<file path="src/rtl/ah_pl2ddr_pkg.sv">
// Shared constants and helpers for the PL<->DDR sample packer/distributor pair.
package ah_pl2ddr_pkg;

  localparam int WORD_WIDTH         = 32;
  localparam int SAMPLES_LEFT_WIDTH = 7;
  localparam int SHIFT_COUNT_WIDTH  = 6;

  // Number of DATA_WIDTH-bit samples carried by one 32-bit DDR word.
  function automatic int samples_per_word(input int dataWidth);
    return WORD_WIDTH / dataWidth;
  endfunction

  // Only power-of-two widths that divide the word evenly are supported.
  function automatic bit data_width_is_legal(input int dataWidth);
    return (dataWidth == 1) || (dataWidth == 2) || (dataWidth == 4) ||
           (dataWidth == 8) || (dataWidth == 16) || (dataWidth == 32);
  endfunction

endpackage

</file>
<file path="src/rtl/ah_ddr2pl_word_buffer.sv">
// One-entry prefetch buffer between the DDR reader and the sample shift register.
// It can accept a new word in the same cycle its current word is unloaded.
module ah_ddr2pl_word_buffer
  import ah_pl2ddr_pkg::*;
(
  input  logic                  clk_i,
  input  logic                  rstn_i,
  input  logic                  flush_i,
  input  logic                  unload_i,
  input  logic [WORD_WIDTH-1:0] word_i,
  input  logic                  word_valid_i,
  output logic                  word_ready_o,
  output logic [WORD_WIDTH-1:0] word_o,
  output logic                  full_o
);

  logic [WORD_WIDTH-1:0] bufWord_q, bufWord_d;
  logic                  bufFull_q, bufFull_d;
  logic                  accept;

  // Ready whenever the slot is free or is being emptied this cycle; never during flush or reset.
  always_comb begin
    word_ready_o = rstn_i && !flush_i && (!bufFull_q || unload_i);
    accept       = word_valid_i && word_ready_o;
  end

  // Next-state: flush wins, then a new word, then a plain unload.
  always_comb begin
    bufWord_d = bufWord_q;
    bufFull_d = bufFull_q;
    if (flush_i) begin
      bufFull_d = 1'b0;
    end else if (accept) begin
      bufWord_d = word_i;
      bufFull_d = 1'b1;
    end else if (unload_i) begin
      bufFull_d = 1'b0;
    end
  end

  // Buffer state register.
  always_ff @(posedge clk_i or negedge rstn_i) begin
    if (!rstn_i) begin
      bufWord_q <= '0;
      bufFull_q <= 1'b0;
    end else begin
      bufWord_q <= bufWord_d;
      bufFull_q <= bufFull_d;
    end
  end

  assign word_o = bufWord_q;
  assign full_o = bufFull_q;

endmodule

</file>
<file path="src/rtl/ah_ddr2pl_data_distributor.sv">
// Unpacks 32-bit DDR words into DATA_WIDTH-bit samples, LSB-first, and paces them
// out at one sample per (oversampling+1) enabled cycles. A prefetch word keeps the
// stream gap-free across word boundaries.
module ah_ddr2pl_data_distributor
  import ah_pl2ddr_pkg::*;
#(
  parameter int DATA_WIDTH = 1
) (
  input  logic                          clk_i,
  input  logic                          rstn_i,
  input  logic                          flush_i,
  input  logic [31:0]                   word_in_i,
  input  logic                          word_valid_i,
  output logic                          word_ready_o,
  input  logic                          data_en_i,
  input  logic [31:0]                   oversampling_i,
  output logic [DATA_WIDTH-1:0]         data_out_o,
  output logic                          data_valid_o,
  output logic [31:0]                   data_index_o,
  output logic [SAMPLES_LEFT_WIDTH-1:0] samples_left_o,
  output logic                          underrun_o
);

  localparam int SPW = samples_per_word(DATA_WIDTH);
  localparam logic [SHIFT_COUNT_WIDTH-1:0]  SPW_CNT  = SHIFT_COUNT_WIDTH'(SPW);
  localparam logic [SAMPLES_LEFT_WIDTH-1:0] SPW_LEFT = SAMPLES_LEFT_WIDTH'(SPW);

  if (!data_width_is_legal(DATA_WIDTH)) begin : gen_bad_width
    $error("ah_ddr2pl_data_distributor: DATA_WIDTH must be 1, 2, 4, 8, 16 or 32");
  end

  logic [WORD_WIDTH-1:0]        shiftReg_q, shiftReg_d;
  logic [SHIFT_COUNT_WIDTH-1:0] shiftCnt_q, shiftCnt_d;
  logic [31:0]                  osCnt_q, osCnt_d;
  logic [DATA_WIDTH-1:0]        dataOut_q, dataOut_d;
  logic                         dataValid_q, dataValid_d;
  logic [31:0]                  dataIndex_q, dataIndex_d;
  logic                         underrun_q, underrun_d;

  logic                  tick;
  logic                  shEmpty;
  logic                  shLast;
  logic                  bufUnload;
  logic                  bufFull;
  logic [WORD_WIDTH-1:0] bufWord;

  // Sample pacing and refill decision; >= keeps the counter safe when oversampling drops.
  always_comb begin
    tick      = data_en_i && (osCnt_q >= oversampling_i);
    shEmpty   = (shiftCnt_q == '0);
    shLast    = (shiftCnt_q == SHIFT_COUNT_WIDTH'(1));
    bufUnload = bufFull && !flush_i && (shEmpty || (tick && shLast));
  end

  ah_ddr2pl_word_buffer u_word_buffer (
    .clk_i        (clk_i),
    .rstn_i       (rstn_i),
    .flush_i      (flush_i),
    .unload_i     (bufUnload),
    .word_i       (word_in_i),
    .word_valid_i (word_valid_i),
    .word_ready_o (word_ready_o),
    .word_o       (bufWord),
    .full_o       (bufFull)
  );

  // Emission, underrun detection and shift-register reload; flush overrides all of it.
  always_comb begin
    shiftReg_d  = shiftReg_q;
    shiftCnt_d  = shiftCnt_q;
    osCnt_d     = osCnt_q;
    dataOut_d   = dataOut_q;
    dataValid_d = 1'b0;
    dataIndex_d = dataIndex_q;
    underrun_d  = underrun_q;
    if (flush_i) begin
      shiftCnt_d = '0;
      osCnt_d    = '0;
      underrun_d = 1'b0;
    end else begin
      if (tick) begin
        if (!shEmpty) begin
          dataOut_d   = shiftReg_q[DATA_WIDTH-1:0];
          dataValid_d = 1'b1;
          shiftReg_d  = shiftReg_q >> DATA_WIDTH;
          shiftCnt_d  = shiftCnt_q - SHIFT_COUNT_WIDTH'(1);
          dataIndex_d = dataIndex_q + 32'd1;
          osCnt_d     = '0;
        end else begin
          underrun_d = 1'b1;
        end
      end else if (data_en_i) begin
        osCnt_d = osCnt_q + 32'd1;
      end
      if (bufUnload) begin
        shiftReg_d = bufWord;
        shiftCnt_d = SPW_CNT;
      end
    end
  end

  // Datapath state register.
  always_ff @(posedge clk_i or negedge rstn_i) begin
    if (!rstn_i) begin
      shiftReg_q  <= '0;
      shiftCnt_q  <= '0;
      osCnt_q     <= '0;
      dataOut_q   <= '0;
      dataValid_q <= 1'b0;
      dataIndex_q <= '0;
      underrun_q  <= 1'b0;
    end else begin
      shiftReg_q  <= shiftReg_d;
      shiftCnt_q  <= shiftCnt_d;
      osCnt_q     <= osCnt_d;
      dataOut_q   <= dataOut_d;
      dataValid_q <= dataValid_d;
      dataIndex_q <= dataIndex_d;
      underrun_q  <= underrun_d;
    end
  end

  assign data_out_o     = dataOut_q;
  assign data_valid_o   = dataValid_q;
  assign data_index_o   = dataIndex_q;
  assign underrun_o     = underrun_q;
  assign samples_left_o = {1'b0, shiftCnt_q} + (bufFull ? SPW_LEFT : '0);

endmodule
</file>
<file path="config.mk">
export PLATFORM = sky130hd
export DESIGN_NAME = ah_ddr2pl_data_distributor
export DESIGN_NICKNAME = d
export VERILOG_FILES = /design/src/rtl/ah_pl2ddr_pkg.sv /design/src/rtl/ah_ddr2pl_word_buffer.sv /design/src/rtl/ah_ddr2pl_data_distributor.sv
export SDC_FILE = /design/constraint.sdc
export NUM_CORES = 1
export LEC_CHECK = 0
export CELL_PAD_IN_SITES_DETAIL_PLACEMENT = 1
export CELL_PAD_IN_SITES_GLOBAL_PLACEMENT = 1
export CORE_MARGIN = 8
export CORE_UTILIZATION = 46
export CTS_CLUSTER_DIAMETER = 60
export DETAILED_ROUTE_END_ITERATION = 16
export PLACE_DENSITY_LB_ADDON = 0.1
export SLEW_MARGIN = 20
export SYNTH_ARGS = -nofsm -noshare
export SYNTH_HDL_FRONTEND = slang
export SYNTH_SLANG_ARGS = --single-unit
export TNS_END_PERCENT = 5
</file>
<file path="constraint.sdc">
create_clock -name clk_i -period 5.2 [get_ports clk_i]
set_input_delay 0.52 -clock clk_i [delete_from_list [all_inputs] [get_ports clk_i]]
set_output_delay 0.52 -clock clk_i [all_outputs]
set_load 0.05 [all_outputs]
</file>
==> impl_metrics.toml <==
[worst_setup_path]
setup.worst_path.class = "input pin to output pin"
regToRegStartpoint = "osCnt_q[13]$_DFFE_PN0P_"
r2r_end = "shiftCnt_q[2]$_DFFE_PN0P_"
regToRegSetupSlack_ns = 1.76
reg2reg_depth = 8
worst_ep_arrival_time_ns = 3.87
worst-endpoint-required_ns = 4.68
end_kind = "output pin"
critical_path_peak_fanout = 4
critPathLaunchType = "input pin"

[run_status]
run_status = "complete, no violations"

[clock_network]
cts_max_level = 4
cts.repair_timing.setup_buffer_count = 0
cts_buffers = 17
cts_resized = 0
clkSlewWorstSetupHoldPaths_ns = 0.06
clock_insertion_delay_worst_skew_ns = 0.42
cts_tree = "built"
clock_tree.root_cell = "sky130_fd_sc_hd__clkbuf_16"
postCtsHoldBufs = 0
max-clock-path-buffers = 2
clock_tree_sinks = 138

[synthesis]
post_synth_instance_area_um2 = 7392
postSynth.asyncResetShare_pct = 100.0
netlist-cell-type-count = 54
yosys_warnings = 0
yosys_register_bits = 138
synth_edf_count = 0
synth_fp_nets = 818
netlist_instances = 711
seq_area_frac_synth_pct = 46.72
postSynth.topFlopCell = "sky130_fd_sc_hd__dfrtp_1"
postSynthAreaPerCell_um2 = 10.40

[routing]
ant_nets = 0
avgViaCountPerCell = 5.585
vias = 5803
wl_um = 19320
first_pass_iters = 4
post-route-drc-count = 0
wl_per_cell_um = 18.60
detailedRoute.firstIterationViolations = 228

[timing]
grt_setup_unrepaired = "no"
clock_skew_after_layout_ns = 0.009611
layout_min_cycle_time_ns = 4.391
drv_slew = 0
setup_violations = 0
maxSlewHeadroom_pct = 36.34
max_slew.worst_pin.slew_ns = 0.9549
post-route-period-util_pct = 84.44
totalNegativeSetupSlack_ns = 0
timing.fmax_mhz = 227.8
final-hold-violation-count = 0

[floorplanning]
starting_utilization_of_the_core_area_pct = 46.87
core_area_um2 = 15770
die_x_um = 142.8
die_h_um = 142.8
design.die.area_um2 = 20380
placementRows = 46
pin_count = 112

[final_layout]
finalNetCount = 917
stdcell_area_um2 = 9168
mostFrequentLayoutCell = "sky130_fd_sc_hd__dfrtp_1"
post_route_cells_drive_above_1_share_pct = 9.721
antenna_cells_inserted = 0
area_growth_syn_to_layout_pct = 24.02
layout_common_cells = "sky130_fd_sc_hd__dfrtp_1 (138), sky130_fd_sc_hd__clkdlybuf4s50_1 (110), sky130_fd_sc_hd__a21oi_1 (69)"

[global_route]
grt_first_pass_wirelength_um = 32090
maximum_number_of_pins_on_one_net_before_global_route_repair = 74
grt_util_all_layers_pct = 19.76
met3_track_demand_over_resource_pct = 5.710
total_overflow_reported_by_the_global_router = 0
met2_usage_pct = 33.87
use_met1_pct = 23.72
initial_antenna_violation_count = 0
first_global_vias = 6330
gr-max-usage-layer = "met2"

[power]
worst_ir_drop_vdd_mv = 0.2414
total_power_w = 0.002990
seq_power_share_pct = 45.3
sw_frac_of_total_pct = 27.26
pwr_density_cell_nw_per_um2 = 326.2
cell_int_power_w = 0.002175
power.combinational.fraction_pct = 14.1
p_switching_w = 0.0008150
cellLeakagePower_nw = 3.912
clock_network_power_share_pct = 40.6

[placed_design]
placement.cell_area_um2 = 8576
final_hpwl_from_detailed_placement_um = 13700
placement.io_buffers = 111
final_estimated_routing_congestion_in_global_placement = 0.7942

[worst_hold_path]
hold_class = "input pin to asynchronous set/reset pin"

[job]
drv_cap = 0
==> power groups by stage <==
stage | combinational (W) | clock (W) | sequential (W)
floorplan | 0.000285 | 0 | 0.00133
global placement | 0.000392 | 0 | 0.00135
detailed placement | 0.000420 | 0 | 0.00137
CTS | 0.000432 | 0.00124 | 0.00136
global route | 0.000475 | 0.00128 | 0.00138
finish | 0.000421 | 0.00122 | 0.00135
==> synthesized netlist by cell type, types with 19 or more instances <==
master / instances / area [um2]
sky130_fd_sc_hd__nand2_1: 48 / 180.2
sky130_fd_sc_hd__ha_1: 38 / 475.5
sky130_fd_sc_hd__dfrtp_1: 138 / 3453
sky130_fd_sc_hd__inv_1: 41 / 153.9
sky130_fd_sc_hd__mux2i_1: 31 / 310.3
sky130_fd_sc_hd__nand4_1: 22 / 137.6
sky130_fd_sc_hd__o21ai_0: 21 / 105.1
sky130_fd_sc_hd__nand3_1: 36 / 180.2
sky130_fd_sc_hd__xnor2_1: 29 / 254.0
sky130_fd_sc_hd__mux2_2: 29 / 326.6
sky130_fd_sc_hd__nor2_1: 47 / 176.4
sky130_fd_sc_hd__or4_1: 19 / 142.6
sky130_fd_sc_hd__a21oi_1: 69 / 345.3
==> kinds of logic after synthesis <==
kind of cell / after synthesis / synth area share, %
AND/OR/NAND/NOR: 222 / 15.81
flip-flops: 138 / 46.72
AO/OA/AOI/OAI: 136 / 12.27
buffers and inverters: 79 / 5.484
multiplexers: 65 / 9.377
adder cells (fa/ha/maj): 38 / 6.432
XOR/XNOR: 33 / 3.910
==> state kept, by name, summed over array words and instances, names as in the netlist <==
signal	flops
data_valid_o	1
underrun_o	1
osCnt_q	32
u_word_buffer.full_o	1
data_out_o	1
shiftReg_q	32
data_index_o	32
u_word_buffer.word_o	32
shiftCnt_q	6
==> cell type report <==
type / count / area [um2]
Clock buffer: 18 / 429.2
Clock inverter: 14 / 162.7
Fill cell: 1735 / 6603
Inverter: 41 / 153.9
Multi-Input combinational cell: 494 / 3533
Sequential cell: 138 / 3453
Tap cell: 216 / 270.3
Timing Repair Buffer: 118 / 1165
==> how the worst max path moves through the flow <==
stage	slack (ns)	depth (start not counted)	from	endpoint
floorplan	2.23	8	oversampling_i[0]	word_ready_o
global placement	0.89	11	oversampling_i[31]	word_ready_o
detailed placement	0.84	11	oversampling_i[31]	word_ready_o
CTS	0.80	11	oversampling_i[31]	word_ready_o
global route	0.55	11	oversampling_i[31]	word_ready_o
finish	0.81	11	oversampling_i[31]	word_ready_o
==> worst max-delay path, stage by stage <==
cell,delay (ns)
sky130_fd_sc_hd__clkdlybuf4s50_1,0.45
sky130_fd_sc_hd__inv_1,0.04
sky130_fd_sc_hd__ha_1,0.30
sky130_fd_sc_hd__a21oi_1,0.16
sky130_fd_sc_hd__o21ai_0,0.11
sky130_fd_sc_hd__a222oi_1,0.58
sky130_fd_sc_hd__nand2_1,0.24
sky130_fd_sc_hd__o211ai_1,0.39
sky130_fd_sc_hd__nand3_1,0.15
sky130_fd_sc_hd__and3_1,0.22
sky130_fd_sc_hd__clkdlybuf4s50_1,0.70
==> metrics by stage <==
step | util, % | hold WS (ns) | std cells | setup WS (ns)
final | 58.13 | 0.08019 | 1039 | 0.8093
after global routing | 58.13 | 0.1216 | 1039 | 0.5536
after CTS | 58.13 | 0.1092 | 1039 | 0.8023
after detailed placement | 54.38 | 0.4805 | 1007 | 0.8389
after global placement | 54.38 | 0.4662 | 1007 | 0.8893
after floorplan | - | 0.2244 | 711 | 2.225
==> metal layers <==
metal	vias to the layer above	share of wire, %
met1	2931	44
met2	96	50
met4	0	1.1
li1	2759	-
met5	-	0
met3	17	4.9
Power figures use the tool's default switching activity.
